`src/rtl/shift_seq_ctrl.sv`:
```
// Parallel-to-serial transmit and serial-to-parallel receive controller.
// It shifts one WIDTH-bit word out and one word in per transfer, using a valid/ready handshake on each side.
module shift_seq_ctrl #(
  parameter int WIDTH     = 3,
  parameter bit MSB_FIRST = 1'b1
) (
  input  logic             clk,
  input  logic             reset,
  input  logic             in_valid,
  output logic             in_ready,
  input  logic [WIDTH-1:0] in_data,
  output logic             ser_out,
  output logic             ser_en,
  input  logic             ser_in,
  output logic             out_valid,
  input  logic             out_ready,
  output logic [WIDTH-1:0] out_data,
  output logic             busy
);

  localparam int CW      = (WIDTH > 1) ? $clog2(WIDTH) : 1;
  localparam int OUT_IDX = MSB_FIRST ? WIDTH - 1 : 0;
  localparam logic [CW-1:0] LAST_CNT = CW'(WIDTH - 1);

  typedef enum logic [1:0] {
    IDLE  = 2'd0,
    SHIFT = 2'd1,
    DONE  = 2'd2
  } state_t;

  state_t            state_q, state_d;
  logic [WIDTH-1:0]  tx_q, tx_d;
  logic [WIDTH-1:0]  rx_q, rx_d;
  logic [CW-1:0]     cnt_q, cnt_d;

  always_ff @(posedge clk or posedge reset) begin
    if (reset) begin
      state_q <= IDLE;
      tx_q    <= '0;
      rx_q    <= '0;
      cnt_q   <= '0;
    end else begin
      state_q <= state_d;
      tx_q    <= tx_d;
      rx_q    <= rx_d;
      cnt_q   <= cnt_d;
    end
  end

  always_comb begin
    state_d = state_q;
    tx_d    = tx_q;
    rx_d    = rx_q;
    cnt_d   = cnt_q;
    case (state_q)
      IDLE: begin
        if (in_valid) begin
          state_d = SHIFT;
          tx_d    = in_data;
          cnt_d   = '0;
        end
      end
      SHIFT: begin
        // tx drains toward the output end while rx fills from the opposite end
        if (MSB_FIRST) begin
          tx_d = {tx_q[WIDTH-2:0], 1'b0};
          rx_d = {rx_q[WIDTH-2:0], ser_in};
        end else begin
          tx_d = {1'b0, tx_q[WIDTH-1:1]};
          rx_d = {ser_in, rx_q[WIDTH-1:1]};
        end
        // Counter holds on the final bit so it never wraps inside a word
        if (cnt_q == LAST_CNT) begin
          state_d = DONE;
        end else begin
          cnt_d = cnt_q + CW'(1);
        end
      end
      DONE: begin
        if (out_ready) begin
          state_d = IDLE;
        end
      end
      default: begin
        state_d = IDLE;
      end
    endcase
  end

  assign in_ready  = (state_q == IDLE);
  assign ser_en    = (state_q == SHIFT);
  assign ser_out   = (state_q == SHIFT) & tx_q[OUT_IDX];
  assign out_valid = (state_q == DONE);
  assign out_data  = rx_q;
  assign busy      = (state_q != IDLE);

endmodule

```
`config.mk`:
```
export PLATFORM = sky130hd
export DESIGN_NAME = shift_seq_ctrl
export DESIGN_NICKNAME = d
export VERILOG_FILES = /design/src/rtl/shift_seq_ctrl.sv
export SDC_FILE = /design/constraint.sdc
export NUM_CORES = 1
export LEC_CHECK = 0
export CAP_MARGIN = 25
export CORE_ASPECT_RATIO = 0.8
export CORE_MARGIN = 2
export CORE_UTILIZATION = 23
export DETAILED_ROUTE_END_ITERATION = 16
export MAX_ROUTING_LAYER = met4
export SYNTH_ARGS = -nofsm -noshare
export SYNTH_HDL_FRONTEND = slang
export SYNTH_SLANG_ARGS = --single-unit
```
`constraint.sdc`:
```
create_clock -name clk -period 2.3 [get_ports clk]
set_input_delay 0.46 -clock clk [delete_from_list [all_inputs] [get_ports clk]]
set_output_delay 0.46 -clock clk [all_outputs]
set_load 0.03 [all_outputs]
```
; Word level (Yosys, flattened, before mapping)
; Cells that the tools add are included.
[classes]
mul = 0
n_mux = 9
n_reduce_logical = 6
magnitude_cmp = 0
div_mod_pow = 0
n_bitwise = 1
n_addsub = 1
n_eq_ne = 7
n_shift = 0
[ops]
columns = cell, count
row1 = $mux 2, 5
row2 = $pmux 2 s3, 1
row3 = $pmux 3 s2, 1
row4 = $reduce_and 3->1, 2
row5 = $eq 2x2->1 const B, 2
row6 = $ne 2x1->1 const B, 2
row7 = $ne 2x2->1 const B, 2
row8 = $pmux 2 s2, 1
row9 = $reduce_bool 2->1, 2
row10 = $mux 3, 1
row11 = $add 2x1->2 const B, 1
row12 = $eq 2x1->1 const B, 1
row13 = $logic_not 2->1, 1
row14 = $reduce_and 2->1, 1
row15 = $and 1x1->1, 1
[totals]
mem_count = 0
mem_bits_ro = 0
ram_bits = 0
latch_bits = 0
ff_bits = 10
in_bits = 8

; Logic depth before layout (Yosys ltp)
; Gate-level depths: netlist (run 1).
[logic_depth]
ltp_word = 3
ltp_mapped = 4
depth_no_buf = 4

; Worst setup path before layout (run 1)
; OpenSTA, ideal clock, no wires.
[synth_path]
kind = flip-flop to output port
start = register state_q[0]
end = output busy
n_path_buf = 1
setup_slack_ns = 0.491
arrival_time_ns = 1.349
required_time_ns = 1.840
path_stages_with_launch = 4
cell_sequence = dfrtp_1 buf_4 nor2_1 inv_1
[synth_via]
elab_chain_len = 1
[synth_rtl]
columns = element, line_no
row1 = start: declaration, 31  ; state_t state_q, state_d;
row2 = start signal: assignment, 43  ; state_q <= state_d;
row3 = $reduce_bool 2->1, 95  ; assign busy = (state_q != IDLE);
row4 = end: declaration, 18  ; output logic busy
; Every way passes these cells.

; Final worst setup path (run 1)
[layout_path]
start = register state_q[1]
end = output ser_en
[layout_via]
elab_chain_len = 1
[layout_rtl]
columns = element, line_no
row1 = $eq 2x1->1, 91  ; assign ser_en = (state_q == SHIFT);
row2 = end: declaration, 13  ; output logic ser_en,
; Every way passes these cells.

==> impl_results.md, run 1 <==
* Utilization of the core after routing at 33.2%
* Post-synth top area share at 46.5%
* # DRC at 0
* Average vias per placed instance at 4.40
* Crit path required time at 1.84 ns
* Post-Layout Inst Area at 722 sq um
* Summed negative setup slack over all endpoints at 0 ns
* Clock tree from TritonCTS: done
* Worst setup SP type: register
* Headroom to the max-slew limit at 74.9%
* Area leader, netlist: sky130_fd_sc_hd__dfrtp_1
* Setup repair after global routing missed its margin: false
* DR pass1 iterations at 5
* Crit path max fanout at 11
* Row Count at 15
* Number of top-level design ports at 16
* Most frequent standard cell in the layout excluding fill and tap cells: sky130_fd_sc_hd__clkdlybuf4s50_1
* Antenna violations before repair at 0
* Endpoints failing setup at 0
* Area growth from synthesis to layout at 34.2%
* Syn avg cell area at 11.4 sq um
* Power per cell area at 1530 nW/um^2
* Leak Pwr at 0.000343 uW
* Worst-case clock buffer depth at 2
* Depth of the worst register-to-register path at 4
* Worst setup startpoint: state_q[1]$_DFFE_PP0P_
* Commonest cells after routing, fill and taps aside: sky130_fd_sc_hd__clkdlybuf4s50_1, sky130_fd_sc_hd__dfrtp_1, sky130_fd_sc_hd__inv_1
* Global router's overall resource usage at 8.05%
* Cells taking the most area after synthesis: sky130_fd_sc_hd__dfrtp_1, sky130_fd_sc_hd__mux2_2, sky130_fd_sc_hd__inv_1
* Clock transition at the register clock pins on the worst setup and hold paths after CTS at 0.06 ns
* Worst-skew pair later-pin latency at 0.26 ns
* Vias post-DR at 387
* DR WL/cell at 11.1 um
* Largest net degree at the start of global routing at 12
* DPL Wire Length at 793 um
* X dimension of the die at 58.1 um
* Number of levels in the clock H-tree at 1
* Nets in the synthesized netlist at 56
* Final-stage net count at 74
* Category of the most critical setup path: reg -> out
* Yosys reg bits at 10
* Data arrival time of the worst path at 1.72 ns
* Cell at the root of the clock tree: sky130_fd_sc_hd__clkbuf_4
* R2r setup slk at 1.04 ns
* Peak VDD IR at 692 uV
* Seq/Total Area, Yosys at 46.5%
* Violation count after the first detailed-route iteration at 4
* Ratio of final minimum period to clock period at 94.6%
* Clock tree sinks at 10
* Ordered list of cells on the worst path: nor2b_4 -> clkdlybuf4s50_1
* Area of the placeable core at 2180 sq um
* Post-synthesis cell count at 47
* Initial standard-cell utilization of the core at 24.7%
* FF-to-FF End: cnt_q[0]$_DFFE_PP0P_
* Peak clock frequency supported by timing at 460 MHz
* Port Buf Inserts at 15
* Worst clock skew at 0.000311 ns
* Worst min-delay path class: in -> async
* Placer Congestion at 0.714
* Longest individual stage delay on the worst path at 0.70 ns
* Detail Route Antenna Nets at 0
* Cts hold-fix bufs at 0
* Antenna Cells at 0
* Slowest cell on the critical path: sky130_fd_sc_hd__clkdlybuf4s50_1
* GRT Residual Overflow at 0
* Outcome: finished clean
* Height of the chip at 47.3 um
* Worst Setup EP: ser_en
* Max-slew violations at 0
* Transition at the pin with the smallest max-transition slack at 0.376 ns
* Netlist area before placement at 538 sq um
* Fraction of final layout cells sized beyond drive strength 1 at 14.3%
* Area enclosed by the die boundary at 2740 sq um
* Placed Area at 697 sq um
* Post-synth cell types at 23
* Post-route minimum period at 2.18 ns
* Launch instance of the worst register-to-register path: cnt_q[0]$_DFFE_PP0P_
* Routed Wire Length at 981 um
* YS warnings at 0
* Capturing element type of the critical path: primary output
* Wire length of the first global-routing pass at 1500 um
* Via count of the first global-routing pass at 333
* Number of hold violations in the final report at 0
* Number of buffers added by the clock tree synthesis step at 3
* Fin Hold WS at 0.472 ns
* Max-cap violations at 0
[state kept, by name, indices dropped and copies added (netlist names)]
signal,cells
state_q,2
tx_q,3
cnt_q,2
out_data,3
[cell usage after synthesis (all sizes together)]
master   count
dfrtp       10
a21oi        1
inv          7
buf          3
a211o        2
and2b        1
nand2b       2
a22o         1
o21bai       1
nor4b        3
nand4bb      1
and3         2
a222oi       1
nand2        1
and2         1
ha           1
o311ai       1
a221oi       1
nor2b        2
mux2         3
nor2         2
[worst min path at each step]
stage | end | depth (start not counted) | slack, ns
detailed placement | out_data[2]$_DFFE_PP0N_ | 1 | 0.51
finish | tx_q[2]$_DFFE_PP0P_ | 2 | 0.47
floorplan | cnt_q[0]$_DFFE_PP0P_ | 1 | 0.30
global placement | out_data[2]$_DFFE_PP0N_ | 1 | 0.50
global route | tx_q[2]$_DFFE_PP0P_ | 2 | 0.49
CTS | tx_q[2]$_DFFE_PP0P_ | 2 | 0.48
[per-layer routing]
layer	wire length [um]	up-vias	GRT usage (%)	part of all wire [%]
li1	-	198	-	-
met1	469	178	10.6	48
met2	450	8	9.77	46
met3	50	3	4.96	5.1
met4	11	0	2.79	1.1
met5	0	-	-	0
[worst max-delay path, delay by kind of cell, from the launching register on]
kind	cells	cell delay [ns]
flip-flops	1	0.51
AND/OR/NAND/NOR	1	0.24
buffers and inverters	1	0.70
[what timing repair did]
item,4_1_cts,5_1_grt
buffers inserted,0,0
endpoints found under the hold margin,0,0
setup endpoints to repair,0,1
resized for setup,0,1
[per-stage QoR]
step / std cells / power [uW] / worst slack, ns
global route: 88 / 1190 / 0.0453
CTS: 88 / 1130 / 0.00119
finish: 88 / 1110 / 0.125
global placement: 85 / 1010 / 0.306
detailed placement: 85 / 1010 / 0.291
floorplan: 47 / 822 / 0.491
[cell type report]
cell class                 instances  area [sq um]
clock buffer                       3          22.5
inverter                           7          26.3
fill                             228          1460
multi-input combinational         27           231
timing repair buffer              16           160
tap                               25          31.3
sequential                        10           250
[kinds of logic (layout without fill, tap and decap cells)]
group	after synthesis	count (layout)	share of synthesized area, %
AND/OR/NAND/NOR	15	15	20.0
multiplexers	3	3	6.28
adder cells (fa/ha/maj)	1	1	2.33
AO/OA/AOI/OAI	8	8	14.4
flip-flops	10	10	46.5
buffers and inverters	10	26	10.5
[power breakdown]
group / total (uW) / switching (uW) / internal (uW)
Sequential: 340 / 76.5 / 264
Combinational: 655 / 330 / 324
Clock: 112 / 52.2 / 60.0
No activity file was read; power rests on OpenSTA's default activity.
==> inputs of run 2 (changes only) <==
--- a/config.mk
+++ b/config.mk
@@ -5,7 +5,7 @@
 export SDC_FILE = /design/constraint.sdc
 export NUM_CORES = 1
 export LEC_CHECK = 0
-export CAP_MARGIN = 25
+export CAP_MARGIN = 15
 export CORE_ASPECT_RATIO = 0.8
 export CORE_MARGIN = 2
 export CORE_UTILIZATION = 23
==> constraint.sdc (replaced) <==
create_clock -name clk -period 2.5 [get_ports clk]
set_input_delay 0.5 -clock clk [delete_from_list [all_inputs] [get_ports clk]]
set_output_delay 0.5 -clock clk [all_outputs]
set_load 0.03 [all_outputs]
==> impl_results.md, run 2 (synthesis results as in run 1) <==
* Utilization of the core after routing at 33.7% (was 33.2%)
* Worst Slack Setup Final at 0.184 ns (was 0.125 ns)
* Combinational cell fraction of total power at 57.9% (was 59.1%)
* Sw Ratio at 40.4% (was 41.5%)
* # DRC at 0 (unchanged)
* Setup slack at placement at 0.463 ns (was 0.291 ns)
* Clock tree sinks at 10 (unchanged)
* Post-Layout Inst Area at 733 sq um (was 722 sq um)
* Via count of the first global-routing pass at 371 (was 333)
* Portion of total power attributed to the clock network at 13.4% (was 10.1%)
* Fraction of final layout cells sized beyond drive strength 1 at 15.6% (was 14.3%)
* Crit path max fanout at 11 (unchanged)
* Crit path required time at 2.00 ns (was 1.84 ns)
* DR WL/cell at 11.3 um (was 11.1 um)
* Power per cell area at 1440 nW/um^2 (was 1530 nW/um^2)
* Slowest cell on the critical path: sky130_fd_sc_hd__clkdlybuf4s50_1 (unchanged)
* Max-slew violations at 0 (unchanged)
* Summed negative setup slack over all endpoints at 0 ns (unchanged)
* Global router's overall resource usage at 8.96% (was 8.05%)
* DPL Wire Length at 786 um (was 793 um)
* Category of the most critical setup path: reg -> out (unchanged)
* Leak Pwr at 0.000337 uW (was 0.000343 uW)
* Cell at the root of the clock tree: sky130_fd_sc_hd__clkbuf_4 (unchanged)
* Area enclosed by the die boundary at 2740 sq um (unchanged)
* Average vias per placed instance at 4.44 (was 4.40)
* Area growth from synthesis to layout at 36.3% (was 34.2%)
* Port Buf Inserts at 15 (unchanged)
* FF-to-FF End: cnt_q[0]$_DFFE_PP0P_ (unchanged)
* Outcome: finished clean (unchanged)
* Antenna violations before repair at 0 (unchanged)
* Post-CTS Setup Inserts at 0 (unchanged)
* Number of top-level design ports at 16 (unchanged)
* Number of hold violations in the final report at 0 (unchanged)
* Violation count after the first detailed-route iteration at 5 (was 4)
* Row Count at 15 (unchanged)
* Total design power at 1060 uW (was 1110 uW)
* Transition at the pin with the smallest max-transition slack at 0.380 ns (was 0.376 ns)
* DR pass1 iterations at 4 (was 5)
* Final-stage net count at 74 (unchanged)
* Capturing element type of the critical path: primary output (unchanged)
* Worst setup SP type: register (unchanged)
* Longest individual stage delay on the worst path at 0.66 ns (was 0.70 ns)
* Placed Area at 697 sq um (unchanged)
* Antenna Cells at 0 (unchanged)
* Detail Route Antenna Nets at 0 (unchanged)
* Height of the chip at 47.3 um (unchanged)
* Wire length of the first global-routing pass at 1680 um (was 1500 um)
* Max-cap violations at 0 (unchanged)
* Worst path depth at 3 (was 2)
* Most frequent standard cell in the layout excluding fill and tap cells: sky130_fd_sc_hd__clkdlybuf4s50_1 (unchanged)
* Clock tree from TritonCTS: done (unchanged)
* Setup repair after global routing missed its margin: false (unchanged)
* Worst-case clock buffer depth at 2 (unchanged)
* Initial standard-cell utilization of the core at 24.7% (unchanged)
* Number of levels in the clock H-tree at 1 (unchanged)
* Net Switching at 427 uW (was 459 uW)
* R2r setup slk at 1.22 ns (was 1.04 ns)
* Share of power burned in registers at 28.8% (was 30.7%)
* Worst setup startpoint: state_q[1]$_DFFE_PP0P_ (unchanged)
* Clock transition at the register clock pins on the worst setup and hold paths after CTS at 0.06 ns (about the same)
* Data arrival time of the worst path at 1.82 ns (was 1.72 ns)
* Worst Setup EP: ser_out (was ser_en)
* Post-route minimum period at 2.32 ns
* Worst min-delay path class: in -> async (unchanged)
* Peak VDD IR at 627 uV (was 692 uV)
* Buffers plus inverters on the worst setup path at 1 (unchanged)
* Number of buffers added by the clock tree synthesis step at 3 (unchanged)
* Depth of the worst register-to-register path at 4 (unchanged)
* Worst-skew pair later-pin latency at 0.26 ns (about the same)
* X dimension of the die at 58.1 um (unchanged)
* Cts hold-fix bufs at 0 (unchanged)
* Routed Wire Length at 1000 um (was 981 um)
* Placer Congestion at 0.681 (was 0.714)
* Headroom to the max-slew limit at 74.6% (was 74.9%)
* Int Pwr at 631 uW (was 648 uW)
* Largest net degree at the start of global routing at 14 (was 12)
* Vias post-DR at 395 (was 387)
* Ratio of final minimum period to clock period at 92.6%
* Delay-heaviest family, CP: buffers and inverters (unchanged)
* Ordered list of cells on the worst path: nor2b_4 -> and2_1 -> clkdlybuf4s50_1 (was nor2b_4 -> clkdlybuf4s50_1)
* Worst clock skew at 0.000460 ns (was 0.000311 ns)
* Launch instance of the worst register-to-register path: cnt_q[0]$_DFFE_PP0P_ (unchanged)
* Number of instances resized during post-cts repair at 0 (unchanged)
* Peak clock frequency supported by timing at 432 MHz
* GRT Residual Overflow at 0 (unchanged)
* Area of the placeable core at 2180 sq um (unchanged)
* Commonest cells after routing, fill and taps aside: sky130_fd_sc_hd__clkdlybuf4s50_1, sky130_fd_sc_hd__dfrtp_1, sky130_fd_sc_hd__inv_1 (unchanged)
* Endpoints failing setup at 0 (unchanged)
[run 2: cell count changes in the layout (fill, tap and decap cells not counted)]
cell | previous run | this run
sky130_fd_sc_hd__clkbuf_8 | 0 | 1
sky130_fd_sc_hd__clkdlybuf4s50_1 | 14 | 15
sky130_fd_sc_hd__dlymetal6s2s_1 | 1 | 0
[run 2: layout make-up]
| type | count | area (sq um) |
|---|---|---|
| repair buffers | 16 | 158 |
| fillers | 226 | 1440 |
| clock buffers | 4 | 36.3 |
| inverters | 7 | 26.3 |
| flip-flops and latches | 10 | 250 |
| multi-input cells | 27 | 231 |
| well taps | 25 | 31.3 |
[run 2: how the worst min path moves through the flow]
stage / from / endpoint / cells past startpoint
finish: reset / cnt_q[0]$_DFFE_PP0P_ / 2
global route: cnt_q[1]$_DFFE_PP0P_ / cnt_q[1]$_DFFE_PP0P_ / 1
CTS: reset / cnt_q[0]$_DFFE_PP0P_ / 2
detailed placement: cnt_q[1]$_DFFE_PP0P_ / cnt_q[1]$_DFFE_PP0P_ / 1
global placement: cnt_q[1]$_DFFE_PP0P_ / cnt_q[1]$_DFFE_PP0P_ / 1
floorplan: reset / cnt_q[0]$_DFFE_PP0P_ / 1
[run 2: power by group through the flow]
stage,logic [uW],registers (uW),clock network (uW)
floorplan,412,344,0
global placement,618,308,0
detailed placement,619,308,0
CTS,623,306,147
global route,668,318,160
finish,612,304,141
[run 2: worst reg2reg max path, cell delays in order (launching register included)]
cell and delay (ns):
sky130_fd_sc_hd__dfrtp_1 0.38, sky130_fd_sc_hd__inv_1 0.06, sky130_fd_sc_hd__ha_1 0.26, sky130_fd_sc_hd__and3_1 0.20, sky130_fd_sc_hd__a211o_1 0.27
[run 2: per-layer routing]
layer	global-route usage (%)	wire, um
met1	10.8	469
met2	12.7	472
met3	4.13	48
met4	4.19	12
met5	-	0
[run 2: per-stage QoR]
stage,hold WS (ns),cells
6_report,0.512,89
5_1_grt,0.543,89
4_1_cts,0.520,89
3_5_place_dp,0.506,85
3_3_place_gp,0.491,85
2_1_floorplan,0.340,47
